File: config.mk
export PLATFORM = sky130hd
export DESIGN_NAME = elevator_ctrl
export DESIGN_NICKNAME = d
export VERILOG_FILES = /design/src/rtl/elevator_ctrl.sv
export SDC_FILE = /design/constraint.sdc
export NUM_CORES = 1
export LEC_CHECK = 0
export CAP_MARGIN = 5
export CORE_MARGIN = 2
export CORE_UTILIZATION = 45
export CTS_CLUSTER_DIAMETER = 30
export CTS_CLUSTER_SIZE = 24
export DETAILED_ROUTE_END_ITERATION = 10
export HOLD_SLACK_MARGIN = 0.03
export PLACE_DENSITY = 0.72
export SLEW_MARGIN = 20
export SYNTH_ARGS = -nofsm -noshare
export SYNTH_HDL_FRONTEND = slang
export SYNTH_SLANG_ARGS = --single-unit
File: constraint.sdc
create_clock -name clk -period 3.8 [get_ports clk]
set_input_delay 0.76 -clock clk [delete_from_list [all_inputs] [get_ports clk]]
set_output_delay 0.76 -clock clk [all_outputs]
set_load 0.005 [all_outputs]
File: src/rtl/elevator_ctrl.sv
// Collective (SCAN) car scheduler: walks the car floor to floor, stops where a request is served,
// holds the door open and strobes per-floor clears back to the button block.
module elevator_ctrl #(
   parameter int FLOORS        = 8,
   parameter int FLOOR_W       = 3,
   parameter int TRAVEL_CYCLES = 4,
   parameter int DOOR_CYCLES   = 6
) (
   input  logic               clk,
   input  logic               reset,
   input  logic [FLOORS-1:0]  active_in_levels,
   input  logic [FLOORS-1:0]  active_out_up_levels,
   input  logic [FLOORS-1:0]  active_out_down_levels,
   input  logic               door_block,
   output logic [FLOOR_W-1:0] current_floor,
   output logic               dir_up,
   output logic               moving,
   output logic               door_open,
   output logic [FLOORS-1:0]  clr_in,
   output logic [FLOORS-1:0]  clr_up,
   output logic [FLOORS-1:0]  clr_down
);
   localparam int TW = $clog2(TRAVEL_CYCLES + 1);
   localparam int DW = $clog2(DOOR_CYCLES + 1);

   typedef enum logic [1:0] {S_IDLE, S_MOVE, S_DOOR} state_t;

   state_t             r_state, w_state_nxt;
   logic [FLOOR_W-1:0] r_floor, w_floor_nxt, w_nf;
   logic               r_dir_up, w_dir_nxt;
   logic [TW-1:0]      r_tcnt, w_tcnt_nxt;
   logic [DW-1:0]      r_dcnt, w_dcnt_nxt;
   logic               r_moving, r_door;
   logic [FLOORS-1:0]  r_clr_in, r_clr_up, r_clr_down;
   logic [FLOORS-1:0]  w_up, w_dn, w_req, w_onehot;
   logic               w_here, w_above, w_below, w_same, w_opp, w_beyond, w_stop;

   function automatic logic any_above(input logic [FLOORS-1:0] v, input logic [FLOOR_W-1:0] f);
      logic r;
      r = 1'b0;
      for (int i = 0; i < FLOORS; i++)
         if (i > int'(f)) r = r | v[i];
      return r;
   endfunction

   function automatic logic any_below(input logic [FLOORS-1:0] v, input logic [FLOOR_W-1:0] f);
      logic r;
      r = 1'b0;
      for (int i = 0; i < FLOORS; i++)
         if (i < int'(f)) r = r | v[i];
      return r;
   endfunction

   // Top landing has no up call and bottom landing no down call.
   assign w_up  = active_out_up_levels & ~(FLOORS'(1) << (FLOORS - 1));
   assign w_dn  = active_out_down_levels & ~FLOORS'(1);
   assign w_req = active_in_levels | w_up | w_dn;

   assign w_here  = w_req[r_floor];
   assign w_above = any_above(w_req, r_floor);
   assign w_below = any_below(w_req, r_floor);

   assign w_nf     = r_dir_up ? r_floor + FLOOR_W'(1) : r_floor - FLOOR_W'(1);
   assign w_same   = r_dir_up ? w_up[w_nf] : w_dn[w_nf];
   assign w_opp    = r_dir_up ? w_dn[w_nf] : w_up[w_nf];
   assign w_beyond = r_dir_up ? any_above(w_req, w_nf) : any_below(w_req, w_nf);
   assign w_stop   = active_in_levels[w_nf] | w_same | (w_opp & ~w_beyond);

   always_comb begin
      w_state_nxt = r_state;
      w_floor_nxt = r_floor;
      w_dir_nxt   = r_dir_up;
      w_tcnt_nxt  = r_tcnt;
      w_dcnt_nxt  = r_dcnt;
      case (r_state)
         S_IDLE: begin
            if (w_here) begin
               w_state_nxt = S_DOOR;
               w_dcnt_nxt  = '0;
               if (w_up[r_floor] & ~w_dn[r_floor])      w_dir_nxt = 1'b1;
               else if (w_dn[r_floor] & ~w_up[r_floor]) w_dir_nxt = 1'b0;
            end else if (w_above & (r_dir_up | ~w_below)) begin
               w_state_nxt = S_MOVE;
               w_dir_nxt   = 1'b1;
               w_tcnt_nxt  = '0;
            end else if (w_below) begin
               w_state_nxt = S_MOVE;
               w_dir_nxt   = 1'b0;
               w_tcnt_nxt  = '0;
            end
         end
         S_MOVE: begin
            if (r_tcnt == TW'(TRAVEL_CYCLES - 1)) begin
               w_tcnt_nxt  = '0;
               w_floor_nxt = w_nf;
               if (w_stop) begin
                  w_state_nxt = S_DOOR;
                  w_dcnt_nxt  = '0;
                  if (~active_in_levels[w_nf] & ~w_same) w_dir_nxt = ~r_dir_up;
               end else if (~w_beyond) begin
                  w_state_nxt = S_IDLE;
               end
               // End landings always turn the car around.
               if (w_nf == FLOOR_W'(FLOORS - 1)) w_dir_nxt = 1'b0;
               else if (w_nf == '0)              w_dir_nxt = 1'b1;
            end else begin
               w_tcnt_nxt = r_tcnt + TW'(1);
            end
         end
         S_DOOR: begin
            if (door_block) begin
               w_dcnt_nxt = '0;
            end else if (r_dcnt == DW'(DOOR_CYCLES - 1)) begin
               w_state_nxt = S_IDLE;
               w_dcnt_nxt  = '0;
            end else begin
               w_dcnt_nxt = r_dcnt + DW'(1);
            end
         end
         default: w_state_nxt = S_IDLE;
      endcase
   end

   assign w_onehot = FLOORS'(1) << w_floor_nxt;

   always_ff @(posedge clk) begin
      if (reset) begin
         r_state    <= S_IDLE;
         r_floor    <= '0;
         r_dir_up   <= 1'b1;
         r_tcnt     <= '0;
         r_dcnt     <= '0;
         r_moving   <= 1'b0;
         r_door     <= 1'b0;
         r_clr_in   <= '0;
         r_clr_up   <= '0;
         r_clr_down <= '0;
      end else begin
         r_state    <= w_state_nxt;
         r_floor    <= w_floor_nxt;
         r_dir_up   <= w_dir_nxt;
         r_tcnt     <= w_tcnt_nxt;
         r_dcnt     <= w_dcnt_nxt;
         r_moving   <= (w_state_nxt == S_MOVE);
         r_door     <= (w_state_nxt == S_DOOR);
         r_clr_in   <= (w_state_nxt == S_DOOR) ? w_onehot : '0;
         r_clr_up   <= (w_state_nxt == S_DOOR && w_dir_nxt) ? w_onehot : '0;
         r_clr_down <= (w_state_nxt == S_DOOR && !w_dir_nxt) ? w_onehot : '0;
      end
   end

   assign current_floor = r_floor;
   assign dir_up        = r_dir_up;
   assign moving        = r_moving;
   assign door_open     = r_door;
   assign clr_in        = r_clr_in;
   assign clr_up        = r_clr_up;
   assign clr_down      = r_clr_down;
endmodule

# Word level (Yosys, flattened, before mapping)
# Cells that the tools add are included.
[word_totals]
latchBits = 0
rom_bits = 0
memories = 0
ram_bits = 0
word_cells = 190
regBits = 38
input_bits = 27
out_inout_bits = 30
[op_classes]
div = 0
mux = 77
n_shift = 1
bitwise_logic = 44
n_lt_le_gt_ge = 30
mul = 0
eq_ne = 12
reduce_logical = 12
add_sub_neg = 4
[ops]
columns = ["op", "n"]
rows = [
  ["1-bit two-way mux", 47],
  ["3-bit two-way mux", 12],
  ["1-bit bitwise OR", 27],
  ["3-bit > comparator (first input constant)", 8],
  ["1-bit binary-select mux with 3-bit select", 6],
  ["3-bit less-than comparator (first input constant)", 6],
  ["2-bit two-way mux", 8],
  ["2-bit by 3-bit > comparator with 1-bit output (first input constant)", 4],
  ["1-bit by 3-bit less-than comparator with 1-bit output (first input constant)", 4],
  ["2-bit by 3-bit less-than comparator with 1-bit output (first input constant)", 4],
  ["1-bit NOT", 10],
  ["3-bit by 1-bit adder with 3-bit output (second input constant)", 3],
  ["3-bit one-hot mux with 3 select lines", 1],
  ["3-bit by 4-bit less-than comparator with 1-bit output (second input constant)", 2],
  ["2-bit inequality test (second input constant)", 4],
  ["8-bit by 7-bit bitwise OR with 8-bit output", 1],
  ["8-bit bitwise OR", 1],
  ["1-bit by 3-bit << shifter with 8-bit output (first input constant)", 1],
  ["3-bit == test (second input constant)", 2],
  ["1-bit by 3-bit > comparator with 1-bit output (first input constant)", 2],
  ["2-bit one-hot mux with 3 select lines", 1],
  ["3-bit one-hot mux with 2 select lines", 1],
  ["2-bit OR reduction", 3],
  ["1-bit AND", 5],
  ["other kinds (14)", 17],
]

# Logic depth before layout (Yosys ltp)
# Gate-level depths: netlist of run 1.
[logic_depth]
ltp_word = 29
depth_mapped = 14
ltp_nobuf = 10

# Worst setup path before layout of run 1
# No wires, ideal clock.
[synth_path]
path_type = "register -> register"
from = "register r_floor[0], in the netlist current_floor[0]"
to = "register r_clr_down[1], in the netlist clr_down[1]"
path_stages_with_launch = 12
path_buffers = 2
synth_period_minus_slack_ps = 3107
arrival_ps = 3021
slack_ps = 693
setup_ps = 86
t_required_ps = 3714
cell_sequence = "dfxtp_1 > inv_2 > buf_2 > ha_1 > clkbuf_8 > xor2_1 > mux4_2 > o211ai_2 > o211ai_2 > nor4_4 > o21ai_2 > a211oi_1"
[synth_via]
elab_chain_cells = 29
elab_cells_between_ends = 140
classes_between = "add/sub: 2; order compare: 28; eq/ne: 2; shift: 1; mux: 64; bitwise: 39; reduce/logical: 4"
[synth_rtl]
columns = ["element", "line_no", "text"]
rows = [
  ["start, declared", "29", "logic [FLOOR_W-1:0] r_floor, w_floor_nxt, w_nf;"],
  ["start signal, assigned", "140", "r_floor <= w_floor_nxt;"],
  ["3-bit by 1-bit subtractor with 3-bit output or 3-bit by 1-bit adder with 3-bit output (tied branches)", "63", "assign w_nf = r_dir_up ? r_floor + FLOOR_W'(1) : r_floor - FLOOR_W'(1);"],
  ["3-bit two-way mux", "63", ""],
  ["1-bit by 3-bit less-than comparator with 1-bit output or 1-bit by 3-bit > comparator with 1-bit output (tied branches)", "50, 42", ""],
  ["1-bit two-way mux, on equally long branches", "50, 42", ""],
  ["1-bit bitwise OR, on equally long branches", "50, 42", ""],
  ["1-bit two-way mux, on equally long branches", "50, 42", ""],
  ["1-bit bitwise OR, on equally long branches", "50, 42", ""],
  ["1-bit two-way mux, on equally long branches", "50, 42", ""],
  ["[... 13 more ...]", "n/a", ""],
  ["1-bit two-way mux", "105", "else if (w_nf == '0) w_dir_nxt = 1'b1;"],
  ["1-bit two-way mux", "104", "if (w_nf == FLOOR_W'(FLOORS - 1)) w_dir_nxt = 1'b0;"],
  ["1-bit two-way mux", "93", "if (r_tcnt == TW'(TRAVEL_CYCLES - 1)) begin"],
  ["1-bit one-hot mux with 2 select lines", "75", "case (r_state)"],
  ["1-bit zero test", "148", "r_clr_down <= (w_state_nxt == S_DOOR && !w_dir_nxt) ? w_onehot : '0;"],
  ["1-bit logical AND", "148", ""],
  ["1-bit NOT (no line)", "n/a", ""],
  ["2-bit OR reduction (no line)", "n/a", ""],
  ["end signal, assigned", "148", ""],
  ["end, declared", "34", "logic [FLOORS-1:0] r_clr_in, r_clr_up, r_clr_down;"],
]
# Parallel ways exist; a longest one is shown, timed or not. The select of a mux whose other input is x is not followed.
# A chain may end at the register's enable or synchronous reset.

# Worst setup path after layout of run 1
[layout_path]
from = "register r_floor[1], in the netlist current_floor[1]"
to = "register r_clr_down[0], in the netlist clr_down[0]"
# The elaborated chain is that of the path after synthesis.

==> run_results.csv, run 1 <==
group,metric,value,unit
cells_and_area,nets,392,
clocking,cts_tree,"done",
synth,yosysUniqueCellTypes,71,
placed_design,dp_hpwl,5437,um
placed_design,placedCellCount,426,
floorplanning,initial_core_util,46.11,%
floorplanning,die_x,81.43,um
power_and_ir_drop,p_clk_share,32.4,%
power_and_ir_drop,p_sw_share,27.58,%
synth,yosysTopAreaCell,"dfxtp_1",
global_routing,grt_use_total,22.28,%
global_routing,grt_first_pass_wirelength,11610,um
synth,ys_ff_latch,38,
detailed_routing,drc_errors,0,
critical_path,cp_top_family,"multiplexers",
critical_path,crit_chain,"inv_1 -> ha_1 -> xor2_4 -> mux2i_2 -> mux4_2 -> o211ai_2 -> o211ai_2 -> nor4_4 -> o21ai_2 -> a211oi_1",
synth,syn_inst,302,
power_and_ir_drop,cell_internal_pwr,0.6343,mW
detailed_routing,drtPass1Iterations,5,
cells_and_area,drive_gt1_share,15.60,%
placed_design,place.gp.congestion,0.9516,
critical_path,path_common_cell,"o211ai_2",
timing,slew_headroom,54.06,%
critical_path,cp-start-kind,"flop",
cells_and_area,final_area,0.003379,sq mm
job,maxCapViolations,0,
global_routing,grt_pass1_vias,2342,
cells_and_area,layout.cells.non_filler,434,
global_routing,antenna_found_initial,0,
clocking,clk_pin_slew,0.07,ns
placed_design,postPlaceCellArea,0.003284,sq mm
cells_and_area,final_cell_mix,"clkdlybuf4s50_1 (54), dfxtp_1 (38), a21oi_1 (23), nor2_1 (22), nand2_1 (18)",
timing,worst_slack,0.4302,ns
synth,yosys_warnings,0,
timing,fin_skew,0.004248,ns
critical_path,crit_arrival,3.56,ns
synth,synth_area_leaders,"dfxtp_1 (28%), mux2i_1 (4.5%), a21oi_1 (4.3%)",
clocking,cts_sinks,38,
power_and_ir_drop,combPwrFrac,20.3,%
cells_and_area,mostFrequentLayoutCell,"clkdlybuf4s50_1",
synth,async_flop_share,0,%
detailed_routing,drt_wl_total,7029,um
critical_path,cpPeakStageDelay,0.50,ns
global_routing,grt_max_degree,23,
power_and_ir_drop,power,0.8759,mW
synth,synth-seq-area-share,28.20,%
placed_design,pre_cts_slack,0.2363,ns
status,status,"completed",
synth,yosysTopAreaCellShare,28.20,%
cells_and_area,syn2layout_area_growth,25.28,%
critical_path,path_class,"flop to flop",
critical_path,critPathMaxFanout,9,
critical_path,critPathCaptureType,"flop",
detailed_routing,final_antenna_net_count,0,
power_and_ir_drop,switching_power,0.2416,mW
floorplanning,die_h,81.43,um
timing,period_needed,3.370,ns
clocking,insertion_delay,0.29,ns
detailed_routing,vias_per_cell,5.929,
floorplanning,ios,57,
critical_path,worst_ep_required_time,3.99,ns
clocking,cts.path.max_buffers,2,
detailed_routing,drt_iter0_drc,224,
clocking,cts_buffers,5,
floorplanning,core,0.005851,sq mm
floorplanning,rows,28,
power_and_ir_drop,p_leak,1.285,nW
timing,tightest_slew,0.6870,ns
power_and_ir_drop,seq_power_share,47.3,%
detailed_routing,via_count,2573,
synth,syn-num-nets,336,
timing,post-route-period-util,88.68,%
placed_design,portBuffers,54,
floorplanning,dieArea,0.006630,sq mm
timing,slew_viol_final,0,
synth,synth_edf_count,0,
timing,rsz0062_at_grt,"false",
power_and_ir_drop,ir_drop,0.0002413,V
clocking,post-cts-setup-buffer-count,0,
clocking,cts_resized,0,
synth,ys.flop_type,"dfxtp_1",
critical_path,critical_path.slowest_cell,"mux2i_2",
detailed_routing,wl_per_cell,16.20,um
timing,final-hold-violation-count,0,
power_and_ir_drop,p_per_area,259.2,mW/mm^2
clocking,clock-root-buffer,"clkbuf_8",
clocking,hold_buffers,0,
cells_and_area,fill_cells,518,
cells_and_area,n_antenna_cell,0,
min_path,hold_class,"flop to flop",
timing,fmaxAchievable,296.8,MHz
timing,fin_setup_tns,0,ns
timing,setup_violations,0,
clocking,htreeDepth,2,
global_routing,grt.overflow.total,0,
synth,synth_area,0.002698,sq mm
critical_path,cp_num_buf_inv,1,
synth,post_synth.cell_area_avg,8.932,sq um
-- synth_stat cells, types with 3 or more instances --
| master | number |
|---|---|
| mux2i_1 | 12 |
| nor3_2 | 3 |
| a211oi_1 | 6 |
| o21ai_0 | 7 |
| nor2_1 | 22 |
| o31ai_1 | 3 |
| a22oi_1 | 3 |
| or3_1 | 5 |
| clkbuf_8 | 5 |
| nand2_1 | 18 |
| clkbuf_1 | 3 |
| xnor2_1 | 3 |
| a21oi_1 | 23 |
| nor4b_1 | 3 |
| a21oi_2 | 3 |
| o211ai_2 | 3 |
| nand2b_1 | 4 |
| dfxtp_1 | 38 |
| o211ai_1 | 10 |
| a21o_1 | 4 |
| nor2b_1 | 6 |
| nor3_1 | 14 |
| or2_2 | 4 |
| o22ai_1 | 5 |
| buf_2 | 6 |
| nand3_1 | 3 |
| inv_1 | 10 |
| nor4_1 | 3 |
| a31oi_1 | 8 |
| ha_1 | 7 |
| mux4_2 | 4 |
-- sequential cells by signal, indices dropped and copies added (netlist names) --
| name | count |
|---|---|
| clr_down | 8 |
| clr_in | 8 |
| clr_up | 8 |
| current_floor | 3 |
| dir_up | 1 |
| door_open | 1 |
| moving | 1 |
| r_dcnt | 3 |
| r_state | 2 |
| r_tcnt | 3 |
-- power groups by stage --
stage | logic, mW | registers [mW] | clock network (mW)
final | 0.177 | 0.414 | 0.284
after global routing | 0.192 | 0.415 | 0.301
after CTS | 0.175 | 0.414 | 0.288
after detailed placement | 0.175 | 0.423 | 0
after global placement | 0.173 | 0.423 | 0
after floorplan | 0.102 | 0.422 | 0
-- worst paths after layout --
path                                  startpoint           to  slack, ns  cells after the start
worst max register to register  current_floor[1]  clr_down[0]       0.43                     10
worst min-delay path                   r_tcnt[1]    r_tcnt[1]       0.52                      2
worst min register to register         r_tcnt[1]    r_tcnt[1]       0.52                      2
worst max-delay path            current_floor[1]  clr_down[0]       0.43                     10
-- logic make-up after synthesis --
family / synth area share, %
fa+ha+maj: 3.989
compound gates: 28.06
mux: 10.11
flops: 28.20
xor+xnor: 2.319
simple gates: 20.27
buf+inv: 7.050
-- through the flow --
| step | util [%] | hold WS [ns] |
|---|---|---|
| CTS | 57.76 | 0.5258 |
| global placement | 56.14 | 0.4914 |
| global route | 57.76 | 0.5609 |
| detailed placement | 56.14 | 0.5055 |
| floorplan | - | 0.4695 |
| finish | 57.76 | 0.5187 |
-- worst register-to-register path: stages, from the launching register on --
cell and delay [ns]:
dfxtp_1 0.44, inv_1 0.22, ha_1 0.32, xor2_4 0.22, mux2i_2 0.51, mux4_2 0.42
o211ai_2 0.21, o211ai_2 0.16, nor4_4 0.32, o21ai_2 0.18, a211oi_1 0.29
-- layer usage --
layer / share of wire (%) / global-route usage [%] / up-vias / routed length, um
li1: - / - / 1262 / -
met1: 47 / 32.49 / 1203 / 3307
met2: 45 / 34.92 / 100 / 3193
met3: 6.6 / 3.407 / 8 / 466
met4: 0.87 / 4.407 / 0 / 61
met5: 0 / 0 / - / 0
-- area by class of cell --
type / instances / area, sq um / area share [%]
multi-input cells: 234 / 1747 / 51.68
clock buffers: 6 / 82.58 / 2.444
flip-flops and latches: 38 / 760.7 / 22.51
well taps: 75 / 93.84 / 2.777
clock inverters: 2 / 12.51 / 0.3702
repair buffers: 67 / 638.1 / 18.88
inverters: 12 / 45.04 / 1.333
Power figures use the tool's default switching activity.
==> run 2, diff against run 1 <==
- TNS_END_PERCENT: not set -> 100
==> results of run 2 <==
The final DEF is identical to that of run 1; final timing and power are the same.
